### src/rtl/cci_mpf_active_req_tracker_pkg.sv
// Shared types and the saturating step used by every channel counter.
package cci_mpf_active_req_pkg;

    typedef enum logic [1:0] {
        IDLE  = 2'd0,
        DRAIN = 2'd1,
        ACK   = 2'd2
    } t_drain_state;

    typedef struct packed {
        logic [31:0] cnt;
        logic        ovf;
        logic        udf;
    } t_sat_step;

    // One counter step. The count is carried at 32 bits so a single function
    // serves every counter width; cnt_max is the saturation value for the caller.
    function automatic t_sat_step sat_step(input logic [31:0] cnt,
                                           input logic        incr,
                                           input logic        decr,
                                           input logic [31:0] cnt_max);
        t_sat_step r;
        r.cnt = cnt;
        r.ovf = 1'b0;
        r.udf = 1'b0;
        if (incr && !decr) begin
            if (cnt >= cnt_max) r.ovf = 1'b1;
            else                r.cnt = cnt + 32'd1;
        end else if (decr && !incr) begin
            if (cnt == 32'd0) r.udf = 1'b1;
            else              r.cnt = cnt - 32'd1;
        end
        return r;
    endfunction

endpackage

### src/rtl/cci_mpf_active_req_tracker_if.sv
// Event strobes in, per-channel status and drain handshake out.
interface cci_mpf_active_req_tracker_if #(
    parameter int N_CHANNELS = 2,
    parameter int CNT_W      = 11
);
    logic [N_CHANNELS-1:0]       incr;
    logic [N_CHANNELS-1:0]       decr;
    logic                        peak_clr;
    logic                        drain_req;
    logic [N_CHANNELS*CNT_W-1:0] active_cnt;
    logic [N_CHANNELS*CNT_W-1:0] peak_cnt;
    logic [N_CHANNELS-1:0]       not_empty;
    logic [N_CHANNELS-1:0]       almost_full;
    logic                        all_empty;
    logic                        block_new;
    logic                        drain_ack;
    logic [N_CHANNELS-1:0]       err_overflow;
    logic [N_CHANNELS-1:0]       err_underflow;

    modport master (
        output incr, decr, peak_clr, drain_req,
        input  active_cnt, peak_cnt, not_empty, almost_full, all_empty,
               block_new, drain_ack, err_overflow, err_underflow
    );

    modport slave (
        input  incr, decr, peak_clr, drain_req,
        output active_cnt, peak_cnt, not_empty, almost_full, all_empty,
               block_new, drain_ack, err_overflow, err_underflow
    );
endinterface

### src/rtl/cci_mpf_active_req_tracker_counter.sv
// One channel: saturating active count, high-water mark, almost-full and sticky errors.
module cci_mpf_active_req_counter
    import cci_mpf_active_req_pkg::*;
#(
    parameter int CNT_W        = 11,
    parameter int AF_THRESHOLD = 1008
) (
    input  logic             clk,
    input  logic             reset_n,
    input  logic             incr,
    input  logic             decr,
    input  logic             peak_clr,
    output logic [CNT_W-1:0] cnt,
    output logic [CNT_W-1:0] cnt_next,
    output logic [CNT_W-1:0] peak,
    output logic             not_empty,
    output logic             almost_full,
    output logic             err_overflow,
    output logic             err_underflow
);
    localparam logic [31:0]      CNT_MAX = (32'd1 << CNT_W) - 32'd1;
    localparam logic [CNT_W-1:0] AF_LVL  = CNT_W'(AF_THRESHOLD);

    t_sat_step        step;
    logic [CNT_W-1:0] cnt_d, cnt_q, peak_d, peak_q;
    logic             not_empty_d, not_empty_q, almost_full_d, almost_full_q;
    logic             err_ovf_d, err_ovf_q, err_udf_d, err_udf_q;

    // Next count, peak and status flags from this cycle's strobes.
    always_comb begin
        step          = sat_step(32'(cnt_q), incr, decr, CNT_MAX);
        cnt_d         = CNT_W'(step.cnt);
        peak_d        = (peak_clr || (cnt_d > peak_q)) ? cnt_d : peak_q;
        not_empty_d   = incr || (cnt_q != '0);
        almost_full_d = (cnt_d >= AF_LVL);
        err_ovf_d     = err_ovf_q || step.ovf;
        err_udf_d     = err_udf_q || step.udf;
    end

    // Channel state registers with synchronous active-low reset.
    always_ff @(posedge clk) begin
        if (!reset_n) begin
            cnt_q         <= '0;
            peak_q        <= '0;
            not_empty_q   <= 1'b0;
            almost_full_q <= 1'b0;
            err_ovf_q     <= 1'b0;
            err_udf_q     <= 1'b0;
        end else begin
            cnt_q         <= cnt_d;
            peak_q        <= peak_d;
            not_empty_q   <= not_empty_d;
            almost_full_q <= almost_full_d;
            err_ovf_q     <= err_ovf_d;
            err_udf_q     <= err_udf_d;
        end
    end

    assign cnt           = cnt_q;
    assign cnt_next      = cnt_d;
    assign peak          = peak_q;
    assign not_empty     = not_empty_q;
    assign almost_full   = almost_full_q;
    assign err_overflow  = err_ovf_q;
    assign err_underflow = err_udf_q;
endmodule

### src/rtl/cci_mpf_active_req_tracker.sv
// N-channel outstanding-request tracker with a drain handshake.
//
//   state | meaning
//   IDLE  | normal operation, new requests allowed
//   DRAIN | block_new held, waiting for every channel to reach zero
//   ACK   | one-cycle drain_ack, block_new still held
module cci_mpf_active_req_tracker
    import cci_mpf_active_req_pkg::*;
#(
    parameter int N_CHANNELS      = 2,
    parameter int MAX_ACTIVE_REQS = 1024,
    parameter int AF_THRESHOLD    = MAX_ACTIVE_REQS - 16,
    parameter int CNT_W           = $clog2(MAX_ACTIVE_REQS) + 1
) (
    input logic                              clk,
    input logic                              reset_n,
    cci_mpf_active_req_tracker_if.slave      tr
);
    logic [N_CHANNELS-1:0][CNT_W-1:0] cnt_arr, cnt_next_arr, peak_arr;
    logic         all_zero, all_next_zero;
    logic         all_empty_d, all_empty_q;
    t_drain_state state_d, state_q;

    for (genvar i = 0; i < N_CHANNELS; i++) begin : g_ch
        cci_mpf_active_req_counter #(
            .CNT_W        (CNT_W),
            .AF_THRESHOLD (AF_THRESHOLD)
        ) u_cnt (
            .clk           (clk),
            .reset_n       (reset_n),
            .incr          (tr.incr[i]),
            .decr          (tr.decr[i]),
            .peak_clr      (tr.peak_clr),
            .cnt           (cnt_arr[i]),
            .cnt_next      (cnt_next_arr[i]),
            .peak          (peak_arr[i]),
            .not_empty     (tr.not_empty[i]),
            .almost_full   (tr.almost_full[i]),
            .err_overflow  (tr.err_overflow[i]),
            .err_underflow (tr.err_underflow[i])
        );
    end

    // Cross-channel reductions feeding all_empty and the drain condition.
    always_comb begin
        all_zero      = 1'b1;
        all_next_zero = 1'b1;
        for (int i = 0; i < N_CHANNELS; i++) begin
            if (cnt_arr[i] != '0)      all_zero      = 1'b0;
            if (cnt_next_arr[i] != '0) all_next_zero = 1'b0;
        end
        all_empty_d = all_zero && (tr.incr == '0);
    end

    // Drain next-state; requests arriving outside IDLE are dropped.
    always_comb begin
        state_d = state_q;
        case (state_q)
            IDLE:    if (tr.drain_req) state_d = DRAIN;
            DRAIN:   if (all_next_zero && (tr.incr == '0)) state_d = ACK;
            ACK:     state_d = IDLE;
            default: state_d = IDLE;
        endcase
    end

    // FSM and all_empty registers; all_empty comes out of reset set.
    always_ff @(posedge clk) begin
        if (!reset_n) begin
            state_q     <= IDLE;
            all_empty_q <= 1'b1;
        end else begin
            state_q     <= state_d;
            all_empty_q <= all_empty_d;
        end
    end

    assign tr.active_cnt = cnt_arr;
    assign tr.peak_cnt   = peak_arr;
    assign tr.all_empty  = all_empty_q;
    assign tr.block_new  = (state_q != IDLE);
    assign tr.drain_ack  = (state_q == ACK);
endmodule
### src/flat_wrapper.sv
// flat-port wrapper written by rule: the top's interface ports become plain ports
module cci_mpf_active_req_tracker_flat import cci_mpf_active_req_pkg::*;
#(
    parameter int N_CHANNELS      = 2,
    parameter int MAX_ACTIVE_REQS = 1024,
    parameter int AF_THRESHOLD    = MAX_ACTIVE_REQS - 16,
    parameter int CNT_W           = $clog2(MAX_ACTIVE_REQS) + 1
)
  (clk, reset_n, tr_incr, tr_decr, tr_peak_clr, tr_drain_req, tr_active_cnt, tr_peak_cnt, tr_not_empty, tr_almost_full, tr_all_empty, tr_block_new, tr_drain_ack, tr_err_overflow, tr_err_underflow);
  cci_mpf_active_req_tracker_if #(.N_CHANNELS(N_CHANNELS), .CNT_W(CNT_W)) tr_i ();
  input logic clk;
  input logic reset_n;
  input wire logic [$bits(tr_i.incr)-1:0] tr_incr;
  input wire logic [$bits(tr_i.decr)-1:0] tr_decr;
  input wire logic [$bits(tr_i.peak_clr)-1:0] tr_peak_clr;
  input wire logic [$bits(tr_i.drain_req)-1:0] tr_drain_req;
  output wire logic [$bits(tr_i.active_cnt)-1:0] tr_active_cnt;
  output wire logic [$bits(tr_i.peak_cnt)-1:0] tr_peak_cnt;
  output wire logic [$bits(tr_i.not_empty)-1:0] tr_not_empty;
  output wire logic [$bits(tr_i.almost_full)-1:0] tr_almost_full;
  output wire logic [$bits(tr_i.all_empty)-1:0] tr_all_empty;
  output wire logic [$bits(tr_i.block_new)-1:0] tr_block_new;
  output wire logic [$bits(tr_i.drain_ack)-1:0] tr_drain_ack;
  output wire logic [$bits(tr_i.err_overflow)-1:0] tr_err_overflow;
  output wire logic [$bits(tr_i.err_underflow)-1:0] tr_err_underflow;
  assign tr_i.incr = tr_incr;
  assign tr_i.decr = tr_decr;
  assign tr_i.peak_clr = tr_peak_clr;
  assign tr_i.drain_req = tr_drain_req;
  assign tr_active_cnt = tr_i.active_cnt;
  assign tr_peak_cnt = tr_i.peak_cnt;
  assign tr_not_empty = tr_i.not_empty;
  assign tr_almost_full = tr_i.almost_full;
  assign tr_all_empty = tr_i.all_empty;
  assign tr_block_new = tr_i.block_new;
  assign tr_drain_ack = tr_i.drain_ack;
  assign tr_err_overflow = tr_i.err_overflow;
  assign tr_err_underflow = tr_i.err_underflow;
  cci_mpf_active_req_tracker #(.N_CHANNELS(N_CHANNELS), .MAX_ACTIVE_REQS(MAX_ACTIVE_REQS), .AF_THRESHOLD(AF_THRESHOLD), .CNT_W(CNT_W)) u_core (.clk(clk), .reset_n(reset_n), .tr(tr_i));
endmodule
### config.mk
export PLATFORM = sky130hd
export DESIGN_NAME = cci_mpf_active_req_tracker_flat
export DESIGN_NICKNAME = d
export VERILOG_FILES = /design/src/rtl/cci_mpf_active_req_tracker_pkg.sv /design/src/rtl/cci_mpf_active_req_tracker_if.sv /design/src/rtl/cci_mpf_active_req_tracker_counter.sv /design/src/rtl/cci_mpf_active_req_tracker.sv /design/src/flat_wrapper.sv
export SDC_FILE = /design/constraint.sdc
export NUM_CORES = 1
export LEC_CHECK = 0
export BUFFER_PORTS_ARGS = -buffer_cell sky130_fd_sc_hd__buf_2
export CAP_MARGIN = 20
export CORE_MARGIN = 2
export CORE_UTILIZATION = 45
export CTS_BUF_LIST = sky130_fd_sc_hd__clkbuf_16
export CTS_CLUSTER_DIAMETER = 200
export DETAILED_ROUTE_END_ITERATION = 8
export PLACE_DENSITY = 0.67
export SETUP_SLACK_MARGIN = 0.2
export SLEW_MARGIN = 40
export SYNTH_ARGS = -nofsm -noshare
export SYNTH_HDL_FRONTEND = slang
export SYNTH_SLANG_ARGS = --single-unit
### constraint.sdc
create_clock -name clk -period 8.3 [get_ports clk]
set_clock_uncertainty 0.2 [all_clocks]
set_input_delay 1.66 -clock clk [delete_from_list [all_inputs] [get_ports clk]]
set_output_delay 1.66 -clock clk [all_outputs]
set_load 0.03 [all_outputs]
==> parameters.txt <==
Parameter                              Value

Worst hold path
  Worst Min Path Start    u_core.g_ch[1].u_cnt.err_underflow
  Class of the tightest hold or removal check    register to register
  Hold Path Sink    u_core.g_ch[1].u_cnt.err_underflow
  Number of instances on the worst hold path    2

Yosys
  Number of nets produced by synthesis    462
  Cell variety after synth    57
  Leading register cell type out of synthesis    dfxtp_1
  EDFF count, synth    0
  Average size of a mapped cell    slightly above 8 um^2
  Warnings from Yosys    0
  Post-Syn Area    about 3500 um^2
  Post-Syn Instances    between 400 and 500
  Register area share after synthesis    0.313
  Post-synthesis sequential element count    55
  Async set or reset register ratio after synthesis    0

Worst setup path
  Worst Setup Path Type    input port to register
  Worst flop-to-flop path endpoint    u_core.g_ch[0].u_cnt.peak[4]
  Data arrival time of the critical path    ~5.0 ns
  WP data required    between 8 and 9 ns
  Critical Path Start Type    input port
  Cell-by-cell listing of the critical path    buf_2, nor2b_1, nand3_1, mux2i_1, a21boi_0, ha_1, a21o_1, a21o_1, a21oi_1, o211ai_1, a21oi_1, buf_4, nor2_1, a211oi_1
  Crit Reg-Reg Startpoint    u_core.g_ch[0].u_cnt.cnt[0]
  Buffers plus inverters on the worst setup path    2
  Crit path max fanout    11
  Reg2Reg Setup Slack    between 3 and 4 ns
  Top cell family by delay on the critical path    compound AO/OA/AOI/OAI gates
  Number of cells on the worst reg-to-reg path    15
  Setup crit end kind    register
  Crit-path max cell delay    between 0.4 and 0.5 ns
  Cell with the biggest individual delay on the critical path    a21boi_0

Global route
  Sum of overflow across all layers after global routing    0
  Initial antenna violation count    0
  Pin count of the biggest net entering global routing    35
  Via count of the first global-routing pass    between 2000 and 3000
  Global-route wire length before repair    between 10000 and 15000 um
  GRT Total Usage    0.208

Route
  Final antenna-violating net count    0
  DRC violation count after routing    0
  Starting DRT DRC Count    approximately 130
  Number of optimization iterations in the first detailed-route pass    4
  Post-Route WL    8670 um
  Vias per cell    5.48
  Drt wl/cell    approximately 15 um
  Vias    ~3100

Pwr
  Part of the power in combinational logic    0.645
  Internal Pwr Total    between 0.0009 and 0.001 W
  Areal power density over the cells    between 400 and 500 nW/um^2
  Fraction of power consumed by the clock network    0.115
  Static Leakage    about 1.8 nW
  Sequential cell fraction of total power    0.240
  Switching share of power    0.499
  Switching power total    between 0.0009 and 0.001 W
  Worst vdd ir    0.234 mV

Timing
  Final Hold Vio Count    0
  Fmax    roughly 200 MHz
  Slew at the pin closest to its max-slew limit    approximately 0.7 ns
  Setup repair after global routing missed its margin    false
  Final setup TNS    0 ns
  Minimum clock period after layout    about 5.0 ns
  Setup-violating endpoint count in the final report    0
  Relative max-transition margin    0.531
  Final worst path period share    0.599
  Final max-slew violation count    0

Finish
  Growth of design area from synthesis to finish    12.9%
  Total Nets Final    a little over 500
  Number of antenna repair diodes    0
  Proportion of layout cells with a drive suffix above 1    0.178
  Final standard cell count with taps included and fillers excluded    roughly 580

Clocking
  Number of clock buffers inserted by TritonCTS    5
  Total setup buffers inserted after CTS    0
  Clock tree from TritonCTS    yes
  Htree depth    2
  Number of hold-repair buffers added at the cts stage    0
  Buffers from clock root to sink, at most    2
  Cell at the root of the clock tree    clkbuf_16
  Total clock sinks    55
  Post_cts resized    0
  Insertion delay of the later-clocked pin in the worst-skew pair    between 0.2 and 0.3 ns
  Clock transition time at the flip-flop clock pins of the worst setup and hold paths    approximately 0.070 ns

Job
  MaxCap Viol Count    0

Floorplan
  Die outline height    around 92 um
  Initial Utilization    0.460
  FP Rows    32
  I/O pin count    63
  Floorplan core area    between 7000 and 8000 um^2
  Die boundary width    92.5 um
  Overall die area    around 8500 um^2

Place
  Half-perimeter wire length after detailed placement    6470 um
  Post-Place Cells    around 570
  Routability congestion estimate from global placement    roughly 0.91
  Total of buffers placed on input and output ports    62

Status
  Result of the run    complete, no violations
[cell type report]
cell class,count,area [um^2]
well taps,102,128
inverters,29,110
multi-input cells,317,2160
flip-flops and latches,55,1100
clock inverters,3,20.0
clock buffers,5,125
fillers,722,3670
repair buffers,64,325
[metrics by stage]
step / power (W) / utilization / worst slack, ns / area [um^2] / hold WS (ns)
floorplan: 0.00140 / - / 3.37 / 3520 / 0.238
global placement: 0.00161 / 0.499 / 2.95 / 3820 / 0.249
detailed placement: 0.00164 / 0.500 / 2.87 / 3820 / 0.259
CTS: 0.00186 / 0.518 / 3.15 / 3970 / 0.276
global route: 0.00202 / 0.520 / 2.94 / 3970 / 0.308
finish: 0.00186 / 0.520 / 3.33 / 3970 / 0.270
[cell usage after synthesis, drive strengths merged, types with 2 or more instances]
master | number | area, um^2
dfxtp | 55 | 1100
nor2 | 52 | 195
inv | 28 | 105
ha | 26 | 325
and2 | 22 | 138
mux2i | 20 | 200
nand2 | 20 | 75.1
a21oi | 18 | 101
clkbuf | 15 | 56.3
nand3 | 13 | 65.1
o21ai | 13 | 65.1
buf | 12 | 98.8
nor3 | 12 | 60.1
nand4 | 11 | 68.8
xnor2 | 11 | 96.3
a211oi | 8 | 60.1
a21o | 8 | 60.1
nand2b | 8 | 50.1
nor2b | 7 | 43.8
nor4 | 6 | 43.8
a31oi | 5 | 31.3
or3 | 5 | 41.3
xor2 | 5 | 43.8
a32oi | 4 | 35.0
and3 | 4 | 25.0
and4 | 3 | 26.3
nor3b | 3 | 27.5
or2 | 3 | 18.8
a41oi | 2 | 17.5
and4b | 2 | 20.0
nand3b | 2 | 15.0
o211ai | 2 | 15.0
o21bai | 2 | 15.0
o22ai | 2 | 12.5
o2bb2ai | 2 | 17.5
o41ai | 2 | 17.5
or3b | 2 | 17.5
[worst min-delay path, delay by kind of cell, from the launching register on]
kind / cells / cell delay (ns)
AND/OR/NAND/NOR: 2 / 0.11
flip-flops: 1 / 0.33
[sequential cells by signal (all words and copies together) (netlist names)]
| signal | cells |
|---|---|
| u_core.g_ch.u_cnt.cnt | 22 |
| u_core.g_ch.u_cnt.peak | 22 |
| u_core.g_ch.u_cnt.almost_full | 2 |
| u_core.g_ch.u_cnt.err_overflow | 2 |
| u_core.g_ch.u_cnt.err_underflow | 2 |
| u_core.g_ch.u_cnt.not_empty | 2 |
| u_core.state_q | 2 |
| u_core.tr.all_empty | 1 |
[layout by cell type (no fill, tap or decap), types with 3 or more instances in the layout]
master,instances
clkbuf_16,5
ha_1,26
nand4_1,11
a31oi_1,5
mux2i_1,20
or2_2,3
nand3_1,13
xor2_1,5
buf_2,62
dfxtp_1,55
and2_1,22
nand2_1,20
xnor2_1,11
a32oi_1,4
a21oi_1,17
a21o_1,8
or3_1,3
a211oi_1,8
nor2b_1,6
and3_1,4
nor4_1,5
o21ai_0,13
nor2_1,52
inv_1,29
nor3_1,12
and4_1,3
nand2b_1,8
[how the worst max path moves through the flow]
| stage | start | to | cells past startpoint |
|---|---|---|---|
| after detailed placement | tr_incr[0] | u_core.g_ch[0].u_cnt.peak[6] | 14 |
| after floorplan | tr_incr[1] | u_core.g_ch[1].u_cnt.peak[6] | 13 |
| after CTS | tr_incr[0] | u_core.g_ch[0].u_cnt.peak[1] | 14 |
| final | tr_decr[0] | u_core.g_ch[0].u_cnt.peak[4] | 14 |
| after global placement | tr_incr[0] | u_core.g_ch[0].u_cnt.peak[5] | 14 |
| after global routing | tr_decr[0] | u_core.g_ch[0].u_cnt.peak[10] | 14 |
[logic make-up (layout without fill, tap and decap cells)]
kind of cell / Yosys count / count (layout) / synth area share
flip-flops: 55 / 55 / 0.313
multiplexers: 20 / 20 / 0.0569
AND/OR/NAND/NOR: 179 / 179 / 0.275
AO/OA/AOI/OAI: 76 / 76 / 0.148
buffers and inverters: 56 / 101 / 0.0750
XOR/XNOR: 16 / 16 / 0.0398
adder cells (fa/ha/maj): 26 / 26 / 0.0924
[metal layers]
| metal | global-route usage | vias to the layer above | routed length [um] |
|---|---|---|---|
| li1 | - | 1590 | - |
| met2 | 0.330 | 73 | 3870 |
| met3 | 0.0374 | 5 | 340 |
| met4 | 0.0498 | 0 | 87 |
| met5 | 0 | - | 0 |
| met1 | 0.293 | 1481 | 4370 |
[power groups by stage]
stage	logic, W	registers, W	clock network (W)
after floorplan	0.000862	0.000533	0
after global placement	0.00117	0.000448	0
after detailed placement	0.00119	0.000449	0
after CTS	0.00120	0.000443	0.000219
after global routing	0.00133	0.000461	0.000229
final	0.00120	0.000446	0.000214
Note: power is estimated with default switching activity, not from simulation.
